--- config.mk ---
export PLATFORM = sky130hd
export DESIGN_NAME = restoring_div_ctrl_flat
export DESIGN_NICKNAME = d
export VERILOG_FILES = /design/src/rtl/rdiv_pkg.sv /design/src/rtl/rdiv_if.sv /design/src/rtl/rdiv_iter_counter.sv /design/src/rtl/restoring_div_ctrl.sv /design/src/flat_wrapper.sv
export SDC_FILE = /design/constraint.sdc
export NUM_CORES = 1
export LEC_CHECK = 0
export ABC_AREA = 1
export CORE_AREA = 2 2 39 41
export CTS_CLUSTER_DIAMETER = 60
export CTS_CLUSTER_SIZE = 20
export DETAILED_ROUTE_END_ITERATION = 16
export DIE_AREA = 0 0 41 43
export GPL_TIMING_DRIVEN = 0
export PLACE_DENSITY = 0.73
export SYNTH_ARGS = -nofsm -noshare
export SYNTH_HDL_FRONTEND = slang
export SYNTH_SLANG_ARGS = --single-unit
--- constraint.sdc ---
create_clock -name clk -period 1.72 [get_ports clk]
set_clock_uncertainty 0.2 [all_clocks]
set_input_delay 0.43 -clock clk [delete_from_list [all_inputs] [get_ports clk]]
set_output_delay 0.43 -clock clk [all_outputs]
set_load 0.1 [all_outputs]
--- src/rtl/rdiv_pkg.sv ---
`default_nettype none
// ============================================================================
// Module      : rdiv_pkg
// Description : Shared types and constants for the restoring-division
//               sequencer: FSM state encoding, default operand width and
//               the iteration-count width helper.
// Revision    : 1.0 - initial release
// ============================================================================
package rdiv_pkg;

  // Default operand width; also the number of shift/subtract iterations.
  localparam int RDIV_WIDTH = 4;

  // Sequencer states, explicitly encoded in three bits.
  typedef enum logic [2:0] {
    ST_IDLE    = 3'd0,
    ST_LOAD    = 3'd1,
    ST_SHIFT   = 3'd2,
    ST_SUB     = 3'd3,
    ST_QSET    = 3'd4,
    ST_RESTORE = 3'd5,
    ST_DONE    = 3'd6
  } rdiv_state_t;

  // Width of a counter that must be able to hold the value WIDTH itself.
  function automatic int rdiv_cnt_w(input int width);
    return $clog2(width + 1);
  endfunction

endpackage
`default_nettype wire

--- src/rtl/rdiv_if.sv ---
`default_nettype none
// ============================================================================
// Module      : rdiv_if
// Description : Handshake and control bundle between the restoring-division
//               sequencer and the host/datapath. The master side drives the
//               request and datapath status; the slave side is the sequencer.
// Revision    : 1.0 - initial release
// ============================================================================
interface rdiv_if import rdiv_pkg::*; #(
  parameter int WIDTH = RDIV_WIDTH
);

  localparam int CNT_W = rdiv_cnt_w(WIDTH);

  // Host / datapath to sequencer
  logic             start;
  logic             divisor_zero;
  logic             a_sign;

  // Sequencer to datapath / host
  logic             load_en;
  logic             shift_a_en;
  logic             sub_en;
  logic             shift_q_en;
  logic             restore_en;
  logic             busy;
  logic             done;
  logic             div_err;
  logic [CNT_W-1:0] iter_count;

  modport master (
    output start, divisor_zero, a_sign,
    input  load_en, shift_a_en, sub_en, shift_q_en, restore_en,
    input  busy, done, div_err, iter_count
  );

  modport slave (
    input  start, divisor_zero, a_sign,
    output load_en, shift_a_en, sub_en, shift_q_en, restore_en,
    output busy, done, div_err, iter_count
  );

endinterface
`default_nettype wire

--- src/rtl/rdiv_iter_counter.sv ---
`default_nettype none
// ============================================================================
// Module      : rdiv_iter_counter
// Description : Completed-iteration counter for the restoring-division
//               sequencer. Cleared at the start of an operation, stepped once
//               per finished iteration, flags the final iteration.
// Revision    : 1.0 - initial release
// ============================================================================
module rdiv_iter_counter import rdiv_pkg::*; #(
  parameter int WIDTH = RDIV_WIDTH,
  parameter int CNT_W = rdiv_cnt_w(WIDTH)
) (
  input  wire logic             clk,
  input  wire logic             rst,
  input  wire logic             clear,
  input  wire logic             inc,
  output logic      [CNT_W-1:0] iter_count,
  output logic                  last
);

  localparam logic [CNT_W-1:0] C_LAST = CNT_W'(WIDTH - 1);
  localparam logic [CNT_W-1:0] C_ONE  = CNT_W'(1);

  logic [CNT_W-1:0] r_count;

  // Count register: clear wins over increment; holds otherwise.
  always_ff @(posedge clk) begin
    if (rst) begin
      r_count <= '0;
    end else if (clear) begin
      r_count <= '0;
    end else if (inc) begin
      r_count <= r_count + C_ONE;
    end
  end

  assign iter_count = r_count;
  // High while the iteration now in progress is the final one.
  assign last       = (r_count == C_LAST);

endmodule
`default_nettype wire

--- src/rtl/restoring_div_ctrl.sv ---
`default_nettype none
// ============================================================================
// Module      : restoring_div_ctrl
// Description : Sequencer for a restoring-division datapath. On start it
//               loads the operands, then for WIDTH iterations issues shift,
//               subtract, quotient-bit insert and (if A went negative)
//               restore enables, finishing with a one-cycle done pulse.
//               Optional build macro RDIV_ZERO_CHECK_EN: a start with
//               divisor_zero set aborts straight from LOAD to DONE and
//               raises div_err.
// Revision    : 1.0 - initial release
// ============================================================================
module restoring_div_ctrl import rdiv_pkg::*; #(
  parameter int WIDTH = RDIV_WIDTH
) (
  input  wire logic clk,
  input  wire logic rst,
  rdiv_if.slave     bus
);

  localparam int CNT_W = rdiv_cnt_w(WIDTH);

  rdiv_state_t r_state;
  rdiv_state_t w_next;
  logic        w_last;
  logic        w_cnt_clear;
  logic        w_cnt_inc;
  logic        w_zero_abort;
  logic        w_accept;

  assign w_accept = (r_state == ST_IDLE) && bus.start;

`ifdef RDIV_ZERO_CHECK_EN
  logic r_zero;
  logic r_err;

  // Capture divisor_zero with the accepted start; error flag is cleared by
  // the next accepted start and set when the LOAD cycle aborts to DONE.
  always_ff @(posedge clk) begin
    if (rst) begin
      r_zero <= 1'b0;
      r_err  <= 1'b0;
    end else begin
      if (w_accept) begin
        r_zero <= bus.divisor_zero;
        r_err  <= 1'b0;
      end else if ((r_state == ST_LOAD) && r_zero) begin
        r_err  <= 1'b1;
      end
    end
  end

  assign w_zero_abort = r_zero;
  assign bus.div_err  = r_err;
`else
  logic w_unused_zero;

  // Without the zero check the datapath's zero flag plays no role.
  assign w_unused_zero = bus.divisor_zero;
  assign w_zero_abort  = 1'b0;
  assign bus.div_err   = 1'b0;
`endif

  // An iteration ends when leaving QSET without a restore, or leaving RESTORE.
  assign w_cnt_clear = (r_state == ST_LOAD);
  assign w_cnt_inc   = ((r_state == ST_QSET) && !bus.a_sign) || (r_state == ST_RESTORE);

  rdiv_iter_counter #(
    .WIDTH (WIDTH),
    .CNT_W (CNT_W)
  ) u_iter_counter (
    .clk        (clk),
    .rst        (rst),
    .clear      (w_cnt_clear),
    .inc        (w_cnt_inc),
    .iter_count (bus.iter_count),
    .last       (w_last)
  );

  // State register.
  always_ff @(posedge clk) begin
    if (rst) begin
      r_state <= ST_IDLE;
    end else begin
      r_state <= w_next;
    end
  end

  // Next-state decode; start is only looked at in IDLE, so it is never queued.
  always_comb begin
    w_next = r_state;
    case (r_state)
      ST_IDLE:    if (bus.start) w_next = ST_LOAD;
      ST_LOAD:    w_next = w_zero_abort ? ST_DONE : ST_SHIFT;
      ST_SHIFT:   w_next = ST_SUB;
      ST_SUB:     w_next = ST_QSET;
      ST_QSET: begin
        if (bus.a_sign) begin
          w_next = ST_RESTORE;
        end else begin
          w_next = w_last ? ST_DONE : ST_SHIFT;
        end
      end
      ST_RESTORE: w_next = w_last ? ST_DONE : ST_SHIFT;
      ST_DONE:    w_next = ST_IDLE;
      default:    w_next = ST_IDLE;
    endcase
  end

  // Moore output decode: exactly one datapath enable per working state.
  always_comb begin
    bus.load_en    = 1'b0;
    bus.shift_a_en = 1'b0;
    bus.sub_en     = 1'b0;
    bus.shift_q_en = 1'b0;
    bus.restore_en = 1'b0;
    bus.busy       = (r_state != ST_IDLE);
    bus.done       = (r_state == ST_DONE);
    case (r_state)
      ST_LOAD:    bus.load_en    = 1'b1;
      ST_SHIFT:   bus.shift_a_en = 1'b1;
      ST_SUB:     bus.sub_en     = 1'b1;
      ST_QSET:    bus.shift_q_en = 1'b1;
      ST_RESTORE: bus.restore_en = 1'b1;
      default:    ;
    endcase
  end

endmodule
`default_nettype wire
--- src/flat_wrapper.sv ---
// flat-port wrapper written by rule: the top's interface ports become plain ports
module restoring_div_ctrl_flat import rdiv_pkg::*;
#(
  parameter int WIDTH = RDIV_WIDTH
)
  (clk, rst, bus_start, bus_divisor_zero, bus_a_sign, bus_load_en, bus_shift_a_en, bus_sub_en, bus_shift_q_en, bus_restore_en, bus_busy, bus_done, bus_div_err, bus_iter_count);
  rdiv_if #(.WIDTH(WIDTH)) bus_i ();
  input  wire logic clk;
  input  wire logic rst;
  input wire logic [$bits(bus_i.start)-1:0] bus_start;
  input wire logic [$bits(bus_i.divisor_zero)-1:0] bus_divisor_zero;
  input wire logic [$bits(bus_i.a_sign)-1:0] bus_a_sign;
  output wire logic [$bits(bus_i.load_en)-1:0] bus_load_en;
  output wire logic [$bits(bus_i.shift_a_en)-1:0] bus_shift_a_en;
  output wire logic [$bits(bus_i.sub_en)-1:0] bus_sub_en;
  output wire logic [$bits(bus_i.shift_q_en)-1:0] bus_shift_q_en;
  output wire logic [$bits(bus_i.restore_en)-1:0] bus_restore_en;
  output wire logic [$bits(bus_i.busy)-1:0] bus_busy;
  output wire logic [$bits(bus_i.done)-1:0] bus_done;
  output wire logic [$bits(bus_i.div_err)-1:0] bus_div_err;
  output wire logic [$bits(bus_i.iter_count)-1:0] bus_iter_count;
  assign bus_i.start = bus_start;
  assign bus_i.divisor_zero = bus_divisor_zero;
  assign bus_i.a_sign = bus_a_sign;
  assign bus_load_en = bus_i.load_en;
  assign bus_shift_a_en = bus_i.shift_a_en;
  assign bus_sub_en = bus_i.sub_en;
  assign bus_shift_q_en = bus_i.shift_q_en;
  assign bus_restore_en = bus_i.restore_en;
  assign bus_busy = bus_i.busy;
  assign bus_done = bus_i.done;
  assign bus_div_err = bus_i.div_err;
  assign bus_iter_count = bus_i.iter_count;
  restoring_div_ctrl #(.WIDTH(WIDTH)) u_core (.clk(clk), .rst(rst), .bus(bus_i));
endmodule
# Word level (Yosys, flattened, before mapping)
# Cells that the tools add are included.
dict set report op_classes {
  eq_ne 8
  multipliers 0
  n_shift 0
  add_sub_neg 1
  bitwise 0
  magnitude_cmp 0
  mux 9
  div 0
  n_reduce_logical 6
}
# op count
set ops {}
lappend ops {{3-bit one-hot mux with 6 select lines} 1}
lappend ops {{3-bit by 2-bit equality test with 1-bit output (second input constant)} 3}
lappend ops {{3-bit equality test (second input constant)} 3}
lappend ops {{3-bit 2-to-1 mux} 3}
lappend ops {{1-bit 2-to-1 mux} 5}
lappend ops {{3-bit by 1-bit adder with 3-bit output (second input constant)} 1}
lappend ops {{3-bit by 1-bit equality test with 1-bit output (second input constant)} 1}
lappend ops {{3-bit zero test} 1}
lappend ops {{3-bit nonzero test} 1}
lappend ops {{2-bit inequality test (second input constant)} 1}
lappend ops {{2-bit OR reduction} 1}
lappend ops {{1-bit logical AND} 1}
lappend ops {{1-bit zero test} 1}
lappend ops {{1-bit logical OR} 1}
dict set report totals {
  latch_bits 0
  reg_bits 6
  ram_bits 0
  output_inout_bits 11
  elab_cells 26
  n_memories 0
  rom_bits 0
  inputBits 5
}

# Longest topological paths before layout
# Gate-level depths: netlist of run 1.
dict set report depth {
  ltp_word 4
  depth_mapped 7
  ltp_nobuf 6
}

# Modules after synthesis
# From an unflattened synthesis of run 1, not the netlist that was laid out.
dict set report hier_totals {
  cells_unflattened 62
  area_unflattened_um2 367.9
}
# module instances cells_per_inst seq_area_each_um2 area_each_um2
set modules_own_cells {}
lappend modules_own_cells {restoring_div_ctrl 1 39 60.1 212.7}
lappend modules_own_cells {rdiv_iter_counter 1 23 60.1 155.1}

# Worst setup path before layout of run 1
# Ideal clock, no wire load.
dict set report synth_path {
  kind {reg-to-output}
  startpoint {register u_core.r_state[1]}
  endpoint {output bus_done}
  path_stages_with_launch 4
  t_arrival_ps 1782
  setup_slack_ps -692
  required_ps 1090
  cell_sequence {dfxtp_1 > buf_4 > nand2_1 > nor2_1}
}
dict set report synth_between {
  elab_chain_len 1
}
# element line
set synth_lines {}
lappend synth_lines {{start, declared} restoring_div_ctrl.sv:23} ;# rdiv_state_t r_state;
lappend synth_lines {{start signal, assigned} restoring_div_ctrl.sv:85} ;# r_state <= w_next;
lappend synth_lines {{3-bit equality test} restoring_div_ctrl.sv:118} ;# bus.done = (r_state == ST_DONE);
lappend synth_lines {{end, declared} flat_wrapper.sv:19} ;# output wire logic [$bits(bus_i.done)-1:0] bus_done;
# Every way passes these cells.

# Final worst setup path of run 1
dict set report layout_path {
  startpoint {register u_core.r_state[0]}
  endpoint {output bus_busy}
}
dict set report layout_between {
  elab_chain_len 1
}
# element line
set layout_lines {}
lappend layout_lines {{3-bit nonzero test} restoring_div_ctrl.sv:117} ;# bus.busy = (r_state != ST_IDLE);
lappend layout_lines {{end, declared} flat_wrapper.sv:18} ;# output wire logic [$bits(bus_i.busy)-1:0] bus_busy;
# Every way passes these cells.

==> reports/metrics.yaml, run 1 <==
outcome:
  status: "finished, violations left"
  violations: "negative setup slack"
place:
  place_ws_ns: -0.752
  hpwl_um: 684
  globalplace.congestion: 0.739
  portBuffers: 13
  placed_cell_area_sq_um: 623
critical_path:
  arrival_ns: 1.18
  critical_path_class: "flop to output port"
  end_kind: "output port"
  worstPathCellList: "buf_6 > inv_4 > nand2_4 > nor2_4 > clkinvlp_4 > buf_12"
  critical-path-top-delay-family: "buffers and inverters"
  critPathRequiredTime_ns: 1.09
  crit_slowest_cell: "dfxtp_2"
  crit_buf_inv: 4
  slowest_delay_ns: 0.32
  crit_fanout: 5
  critPathLaunchType: "flop"
sta:
  setup_violations: 7
  grt_setup_unrepaired: "yes"
  hold_viol_final: 0
  whs_ns: 0.353
  slew_violations: 0
  min_period_ns: 1.81
  timing.fmax_mhz: 552
  fin_crit_sh_pct: 105
  worst_slack_ns: -0.0911
final_layout:
  drive_gt1_share_pct: 52.7
  num-nets-final: 101
  antenna_cells: 0
  fin_area_sq_um: 808
  fin_util_pct: 58.4
  area_growth_syn_to_layout_pct: 87.8
routing:
  dr_total_vias: 472
  wl_met1_um: 440
  first_iter_violations: 6
  wl_met2_um: 581
  wl_per_cell_um: 9.91
  drtAntennaViolNets: 0
  routed_wl_mm: 1.08
  dr.max_layer_used: "met3"
  drt_pass1_iterations: 3
  drc: 0
  avgViaCountPerCell: 4.33
  routed-wl-met3_um: 58
power_and_ir_drop:
  power.leakage_nw: 0.384
  seq_power_share_pct: 23.7
  switching_power_w: 0.000294
  ir_drop_mv: 0.500
  clockPowerShare_pct: 22.1
  combPwrFrac_pct: 54.2
  pwr_density_cell_nw_per_um2: 814
  p_sw_share_pct: 44.7
  intPower_w: 0.000364
job:
  max-cap-violations: 0
cts:
  clockRootBuffer: "clkbuf_4"
  cts_tree: "built"
  worst_skew_pair.late_latency_ns: 0.25
  clk_pin_slew_worst_paths_ns: 0.06
  cts.sinks: 6
  htree_levels: 1
  numCtsBuffers: 3
  clk_path_buf_depth: 2
synth:
  syn-mean-instance-area_sq_um: 6.33
  ys_ff_latch: 6
  seq_area_frac_synth_pct: 27.9
  synth_warnings: 0
  ys_types: 17
  syn-num-nets: 75
  syn_inst: 68
  synth_area_sq_um: 430
die:
  io_pins: 16
  start_util_pct: 31.1
  die_h_um: 43
  fp.coreArea_sq_um: 1380
  die_w_um: 41
  die-area_sq_um: 1760
  rows: 14
global_routing:
  grt_overflow: 0
  grt_max_degree: 8
  grt_use_total_pct: 15.3
  grt_first_pass_wirelength_mm: 1.85
  grt_pass1_vias: 437
  antenna_found_initial: 0
hold_path:
  min-delay-path-class: "flop to flop"
[final timing paths]
kind | startpoint | endpoint | slack, ns | depth (start not counted)
worst max-delay path | u_core.r_state[0] | bus_busy | -0.09 | 6
worst min-delay path | u_core.u_iter_counter.iter_count[1] | u_core.u_iter_counter.iter_count[1] | 0.35 | 4
worst max register to register | u_core.r_state[2] | u_core.u_iter_counter.iter_count[2] | 0.39 | 7
worst min register to register | u_core.u_iter_counter.iter_count[1] | u_core.u_iter_counter.iter_count[1] | 0.35 | 4
[per-layer routing]
layer  up-vias  global-route usage (%)
li1        246                       -
met4         0                    4.00
met2        12                    23.8
met5         -                       0
met3         0                    6.81
met1       214                    18.3
[sequential cells by signal (all words and copies together) (netlist names)]
signal / cells
u_core.r_state: 3
u_core.u_iter_counter.iter_count: 3
[tightest hold or removal path, stage by stage, from the launching register on]
cell and delay, ns:
dfxtp_2 0.32, inv_1 0.04, nand3_1 0.06, nand2_1 0.06
nor2_1 0.03
[power by group through the flow]
stage / sequential, W / clock [W] / combinational [W]
floorplan: 0.000166 / 0 / 0.000214
global placement: 0.000156 / 0 / 0.000271
detailed placement: 0.000156 / 0 / 0.000272
CTS: 0.000155 / 0.000153 / 0.000331
global route: 0.000158 / 0.000162 / 0.000375
finish: 0.000156 / 0.000145 / 0.000356
[placed cells by master, fill, tap and decap left out, types with 2 or more instances in the layout]
master,Yosys,routed
buf_12,0,7
buf_2,0,4
buf_4,2,8
clkbuf_4,0,3
clkdlybuf4s50_1,0,3
clkinvlp_4,0,5
dfxtp_2,0,5
ha_1,2,2
inv_1,16,10
inv_6,0,2
nand2_1,14,12
nand2_2,1,2
nand3_1,8,7
nor2_1,9,6
nor2_2,1,2
nor2_4,1,3
[synthesized netlist by cell type]
cell type   n  area share (%)
conb_1      1            0.87
a21oi_1     1             1.2
inv_2       2             1.7
nand3_2     1             2.3
inv_1      16              14
nor3_4      1             3.8
nor2_1      9             7.8
buf_4       2             3.5
a31oi_1     1             1.5
dfxtp_1     6              28
ha_1        2             5.8
buf_6       1             2.6
nand3_1     8             9.3
nor2_2      1             1.5
nor2_4      1             2.6
nand2_1    14              12
nand2_2     1             1.5
[timing repair]
item                       4_1_cts  5_1_grt
hold buffers                     0        0
gates resized for setup         84        9
gates cloned                     1        0
setup endpoints to repair       10        7
pin swaps                        2        3
setup buffers                    2        5
[per-stage QoR]
stage                     cells  TNS [ns]  total power [W]
after floorplan              68    -0.230         0.000380
after global placement       97     -6.06         0.000426
after detailed placement     97     -6.11         0.000428
after CTS                   104    -0.488         0.000639
after global routing        109    -0.672         0.000694
final                       109    -0.301         0.000658
[area by class of cell]
type / instances / area (sq um)
Fill cell: 126 / 576
Timing Repair Buffer: 21 / 243
Buffer: 3 / 33.8
Inverter: 18 / 98.8
Sequential cell: 6 / 130
Clock buffer: 4 / 26.3
Multi-Input combinational cell: 41 / 256
Tap cell: 16 / 20.0
[logic make-up (layout without fill, tap and decap cells)]
logic type | Yosys count | count (layout) | synth area share, %
AOI/OAI and AO/OA | 2 | 2 | 2.62
DFF | 6 | 6 | 27.9
other | 1 | 1 | 0.871
adders and majority gates | 2 | 2 | 5.81
and+or+nand+nor | 36 | 36 | 41.0
buffers and inverters | 21 | 46 | 21.8
(Power assumes the default switching activity.)
==> inputs of run 2 (changes only) <==
MAX_ROUTING_LAYER = met4   (was default)
==> run 2 against run 1 <==
Compared with the run above:
- the flow still finishes with violations (negative setup slack)
- die area stayed put
- count of clock-buffer cells in the layout stayed put
- first-iteration DRC count unchanged
- power about the same
- via count is the same
- clock power about the same
- global-route usage grew 0.38 points
- combinational power barely moved
- sequential power barely moved
- maximum frequency barely moved
==> reports/metrics.yaml, run 2 (synthesized netlist as in run 1, its figures left out) <==
sta:
  slew_violations: 0  # unchanged
  fin_crit_sh_pct: 105  # about the same
  hold_viol_final: 0  # unchanged
  min_period_ns: 1.81  # -0.000389 ns
  timing.fmax_mhz: 552  # about the same
  worst_slack_ns: -0.0907  # +0.000389 ns
  setup_violations: 7  # unchanged
  whs_ns: 0.353  # -0.0000360 ns
  grt_setup_unrepaired: "yes"
power_and_ir_drop:
  ir_drop_mv: 0.499  # -0.12%
  power.leakage_nw: 0.384  # unchanged
  pwr_density_cell_nw_per_um2: 813  # about the same
place:
  globalplace.congestion: 0.748  # +1.2%
  hpwl_um: 684  # unchanged
  portBuffers: 13  # unchanged
  placedCellCount: 97  # unchanged
critical_path:
  critPathRequiredTime_ns: 1.09  # about the same
  endpoint: "bus_busy"
  rr_worst_depth: 7  # unchanged
  critical_path_class: "flop to output port"
  crit_fanout: 5  # unchanged
  reg2reg_slack_ns: 0.39  # about the same
  worstPathCellList: "buf_6 > inv_4 > nand2_4 > nor2_4 > clkinvlp_4 > buf_12"
  critPathLaunchType: "flop"
  slowest_delay_ns: 0.32  # about the same
  reg2reg_to: "u_core.u_iter_counter.iter_count[2]"
  end_kind: "output port"
  critical-path-top-delay-family: "buffers and inverters"
  crit_slowest_cell: "dfxtp_2"
  crit_buf_inv: 4  # unchanged
  arrival_ns: 1.18  # about the same
  rr_startpoint: "u_core.r_state[2]"
  crit_cells: 6  # unchanged
  cp-startpoint: "u_core.r_state[0]"
final_layout:
  layout_common_cells: "nand2_1 (12), inv_1 (10), buf_4 (8)"
  ff_latch_area_sq_um: 130  # unchanged
  layout_commonest_cell: "nand2_1"
  drive_gt1_share_pct: 52.7  # unchanged
  nFillCells: 126  # unchanged
  area_growth_syn_to_layout_pct: 87.8  # unchanged
  num-nets-final: 101  # unchanged
  antenna_cells: 0  # unchanged
  multi_input_area_sq_um: 256  # unchanged
  stdcell_count: 109  # unchanged
routing:
  drc: 0  # unchanged
  wl_per_cell_um: 9.90  # about the same
  avgViaCountPerCell: 4.33  # unchanged
  drtAntennaViolNets: 0  # unchanged
  drt_pass1_iterations: 3  # unchanged
  routed_wl_mm: 1.08  # about the same
  first_iter_violations: 6  # unchanged
  dr_total_vias: 472  # unchanged
outcome:
  status: "finished, violations left"
  violations: "negative setup slack"
die:
  die_w_um: 41  # unchanged
  rows: 14  # unchanged
  die-area_sq_um: 1760  # unchanged
  io_pins: 16  # unchanged
  start_util_pct: 31.1  # unchanged
  fp.coreArea_sq_um: 1380  # unchanged
  die_h_um: 43  # unchanged
cts:
  numCtsBuffers: 3  # unchanged
  htree_levels: 1  # unchanged
  clk_pin_slew_worst_paths_ns: 0.06  # about the same
  cts_tree: "built"
  cts.sinks: 6  # unchanged
  clockRootBuffer: "clkbuf_4"
  clk_path_buf_depth: 2  # unchanged
  worst_skew_pair.late_latency_ns: 0.25  # about the same
global_routing:
  grt_first_pass_wirelength_mm: 1.85  # unchanged
  grt_max_degree: 8  # unchanged
  antenna_found_initial: 0  # unchanged
  grt_overflow: 0  # unchanged
  grt_use_total_pct: 15.6  # +0.38 points
  grt_pass1_vias: 432  # -1.1%
job:
  max-cap-violations: 0  # unchanged
hold_path:
  min-delay-path-class: "flop to flop"
-- run 2: cell counts in the layout (fill, tap and decap cells not counted) --
No cell type changed its count.
-- run 2: worst min path at each step --
stage / startpoint / end / slack [ns] / depth (start not counted)
after floorplan: rst / u_core.r_state[2] / 0.29 / 1
after global placement: u_core.u_iter_counter.iter_count[1] / u_core.u_iter_counter.iter_count[1] / 0.34 / 4
after detailed placement: u_core.u_iter_counter.iter_count[0] / u_core.u_iter_counter.iter_count[0] / 0.35 / 3
after CTS: u_core.u_iter_counter.iter_count[1] / u_core.u_iter_counter.iter_count[1] / 0.36 / 4
after global routing: u_core.u_iter_counter.iter_count[1] / u_core.u_iter_counter.iter_count[1] / 0.39 / 4
final: u_core.u_iter_counter.iter_count[1] / u_core.u_iter_counter.iter_count[1] / 0.35 / 4
-- run 2: report_power, final --
| group | switching, W | total (W) | internal, W | leakage (nW) |
|---|---|---|---|---|
| registers | 0.00000719 | 0.000156 | 0.000149 | 0.0518 |
| clock network | 0.0000567 | 0.000145 | 0.0000882 | 0.0150 |
| logic | 0.000230 | 0.000356 | 0.000127 | 0.317 |
| total | 0.000294 | 0.000657 | 0.000364 | 0.384 |
-- run 2: through the flow --
stage               cell area, sq um  total power (W)  setup slack, ns  utilization (%)  setup TNS (ns)
floorplan                        473         0.000380           -0.151                -          -0.230
global placement                 623         0.000426           -0.746             45.0           -6.06
detailed placement               623         0.000428           -0.752             45.0           -6.11
CTS                              741         0.000639           -0.119             53.5          -0.488
global route                     808         0.000694           -0.148             58.4          -0.672
finish                           808         0.000657          -0.0907             58.4          -0.298
-- run 2: routing by layer --
| layer | wire length (um) | up-vias | global-route usage [%] | part of all wire (%) |
|---|---|---|---|---|
| li1 | - | 246 | - | - |
| met1 | 438 | 214 | 18.3 | 41 |
| met2 | 576 | 10 | 23.8 | 53 |
| met3 | 58 | 2 | 6.81 | 5.4 |
| met4 | 6 | 0 | 4.00 | 0.56 |
| met5 | 0 | - | - | 0 |
-- run 2: area by class of cell --
class	instances	share of cell area [%]
Timing Repair Buffer	21	30.0
Multi-Input combinational cell	41	31.7
Sequential cell	6	16.1
Tap cell	16	2.48
Inverter	18	12.2
Buffer	3	4.18
Clock buffer	4	3.25
-- run 2: timing repair --
| action | in CTS | in global routing |
|---|---|---|
| cloned | 1 | 0 |
| hold buffers | 0 | 0 |
| endpoints found under the setup margin | 10 | 7 |
| pin swaps | 2 | 3 |
| setup buffers | 2 | 5 |
| resized for setup | 84 | 9 |
| hold endpoints to repair | 0 | 0 |
-- run 2: worst reg2reg max path, stage by stage, from the launching register on --
cell and delay, ns:
dfxtp_4 0.39, buf_4 0.13, nand3_4 0.08, buf_4 0.15
nand2_1 0.06, nand2_1 0.08, nor2_1 0.09, nor2_1 0.05
==> inputs of run 3 (changes only) <==
--- a/config.mk
+++ b/config.mk
@@ -7,12 +7,12 @@
 export LEC_CHECK = 0
 export ABC_AREA = 1
-export CORE_AREA = 2 2 39 41
+export CORE_MARGIN = 1
+export CORE_UTILIZATION = 24
 export CTS_CLUSTER_DIAMETER = 60
 export CTS_CLUSTER_SIZE = 20
 export DETAILED_ROUTE_END_ITERATION = 16
-export DIE_AREA = 0 0 41 43
 export GPL_TIMING_DRIVEN = 0
 export MAX_ROUTING_LAYER = met4
-export PLACE_DENSITY = 0.73
+export PLACE_DENSITY = 0.61
 export SYNTH_ARGS = -nofsm -noshare
 export SYNTH_HDL_FRONTEND = slang
--- a/constraint.sdc
+++ b/constraint.sdc
@@ -3,3 +3,3 @@
 set_input_delay 0.43 -clock clk [delete_from_list [all_inputs] [get_ports clk]]
 set_output_delay 0.43 -clock clk [all_outputs]
-set_load 0.1 [all_outputs]
+set_load 0.01 [all_outputs]
==> run 3 against run 2 <==
Compared with the run above:
- the flow now finishes without violations
- clock power is 5% lower
- setup slack gained 0.095 ns
- global-route usage shrank 2.8 points
- sequential share of layout area rose by 2.4 points
- count of clock-buffer cells in the layout fell by 1
- final cell count is 3.7% higher
- final area decreased by 16%
- critical path depth decreased by 2
- core utilization decreased by 16 points
- via count is 3.8% lower
- maximum frequency up 5.5%
- highest routed layer unchanged
==> reports/metrics.yaml, run 3 (synthesized netlist as in run 1, its figures left out) <==
hold_path:
  min-delay-path-class: "flop to flop"
final_layout:
  antenna_cells: 0  # unchanged
  area_growth_syn_to_layout_pct: 58.4
  drive_gt1_share_pct: 38.2  # -14 points
  stdcell_count: 113  # +3.7%
  num-nets-final: 98  # -3.0%
  layout_commonest_cell: "inv_1"
  layout_common_cells: "inv_1 (14), nand2_1 (13), nor2_1 (8)"
  fin_util_pct: 42.8  # -16 points
  multi_input_area_sq_um: 249  # -2.9%
  ff_latch_area_sq_um: 126  # -2.9%
  nFillCells: 167  # +33%
global_routing:
  use_met2_pct: 19.4  # -4.3 points
  grt_use_total_pct: 12.8  # -2.8 points
  grt_most_used_layer: "met2"
  grt_overflow: 0  # unchanged
  grt_pass1_vias: 405  # -6.3%
  grt_first_pass_wirelength_mm: 1.72  # -7.1%
  grt_util_met1_pct: 13.4  # -4.9 points
  grt_max_degree: 9  # +1
  met3_usage_pct: 6.53  # -0.28 points
  antenna_found_initial: 0  # unchanged
routing:
  dr_total_vias: 454  # -3.8%
  first_iter_violations: 6  # unchanged
  wl_per_cell_um: 8.97  # -9.4%
  avgViaCountPerCell: 4.02  # -7.2%
  drtAntennaViolNets: 0  # unchanged
  drc: 0  # unchanged
  drt_pass1_iterations: 4  # +1
  routed_wl_mm: 1.01  # -6.0%
die:
  die_h_um: 44.4  # +3.1%
  die_w_um: 44.4  # +8.2%
  die-area_sq_um: 1970  # +12%
  fp.coreArea_sq_um: 1590  # +15%
  rows: 14  # unchanged
  start_util_pct: 27.0  # -4.1 points
  io_pins: 16  # unchanged
sta:
  min_period_ns: 1.72  # -0.0949 ns
  grt_setup_unrepaired: "yes"
  timing.fmax_mhz: 583  # +5.5%
  fin_crit_sh_pct: 99.8  # -5.5 points
  slew_violations: 0  # unchanged
  setup_violations: 0  # -7
  hold_viol_final: 0  # unchanged
power_and_ir_drop:
  p_sw_share_pct: 33.3  # -11 points
  clockPowerShare_pct: 29.0  # +7.0 points
  intPower_w: 0.000318  # -13%
  power.leakage_nw: 0.398  # +3.7%
  seq_power_share_pct: 32.7  # +8.9 points
  switching_power_w: 0.000158  # -46%
  combPwrFrac_pct: 38.3  # -16 points
  ir_drop_mv: 0.356  # -29%
  pwr_density_cell_nw_per_um2: 698  # -14%
cts:
  cts_tree: "built"
  clk_path_buf_depth: 2  # unchanged
  clockRootBuffer: "clkbuf_4"
  hold_buffers: 0  # unchanged
  clk_pin_slew_worst_paths_ns: 0.05  # about the same
  worst_skew_pair.late_latency_ns: 0.25  # about the same
  htree_levels: 1  # unchanged
  numCtsBuffers: 3  # unchanged
  cts.sinks: 6  # unchanged
place:
  globalplace.congestion: 0.714  # -4.6%
  portBuffers: 13  # unchanged
  placedCellCount: 105  # +8.2%
  hpwl_um: 653  # -4.6%
critical_path:
  critical_path_class: "flop to output port"
  end_kind: "output port"
  crit_fanout: 8  # +3
  arrival_ns: 1.09  # -0.09 ns
  critPathRequiredTime_ns: 1.09  # about the same
  critPathLaunchType: "flop"
job:
  max-cap-violations: 0  # unchanged
outcome:
  status: "finished, final reports clean"
-- run 3: routing by layer --
layer / vias up / share of wire, %
met5: - / 0
met4: 0 / 0.79
met3: 2 / 6.6
met2: 13 / 49
met1: 197 / 43
li1: 242 / -
-- run 3: timing repair --
action / CTS / global route
setup endpoints to repair: 10 / 5
buffers inserted: 3 / 2
gates resized for setup: 40 / 13
pin swaps: 2 / 1
-- run 3: through the flow --
step / TNS [ns] / hold slack, ns / setup slack, ns / power [W] / cell area, sq um
2_1_floorplan: 0 / 0.299 / 0.370 / 0.000243 / 430
3_3_place_gp: -0.753 / 0.357 / -0.144 / 0.000292 / 591
3_5_place_dp: -0.817 / 0.360 / -0.155 / 0.000293 / 591
4_1_cts: -0.0400 / 0.369 / -0.0212 / 0.000448 / 634
5_1_grt: -0.140 / 0.405 / -0.0374 / 0.000508 / 682
6_report: 0 / 0.365 / 0.00416 / 0.000476 / 682
-- run 3: layout make-up --
cell class,instances,share of cell area (%)
tap,24,4.40
clock buffer,3,3.30
timing repair buffer,18,20.9
multi-input combinational,41,36.5
inverter,18,11.4
sequential,6,18.5
buffer,3,4.95
-- run 3: final timing paths --
path | startpoint | to | slack [ns] | depth (start not counted)
max | u_core.r_state[1] | bus_shift_q_en | 0.004 | 4
min | u_core.u_iter_counter.iter_count[1] | u_core.u_iter_counter.iter_count[1] | 0.37 | 4
max reg2reg | u_core.u_iter_counter.iter_count[0] | u_core.u_iter_counter.iter_count[2] | 0.45 | 5
min reg2reg | u_core.u_iter_counter.iter_count[1] | u_core.u_iter_counter.iter_count[1] | 0.37 | 4
-- run 3: power groups by stage --
| stage | combinational [W] | clock [W] | sequential [W] |
|---|---|---|---|
| global route | 0.000200 | 0.000152 | 0.000157 |
| finish | 0.000182 | 0.000138 | 0.000156 |
| global placement | 0.000137 | 0 | 0.000155 |
| floorplan | 0.0000876 | 0 | 0.000156 |
| CTS | 0.000149 | 0.000145 | 0.000154 |
| detailed placement | 0.000137 | 0 | 0.000156 |
-- run 3: critical path, stage by stage, from the launching register on --
cell	delay, ns
dfxtp_2	0.31
buf_6	0.13
buf_6	0.12
nor3_4	0.12
buf_2	0.16
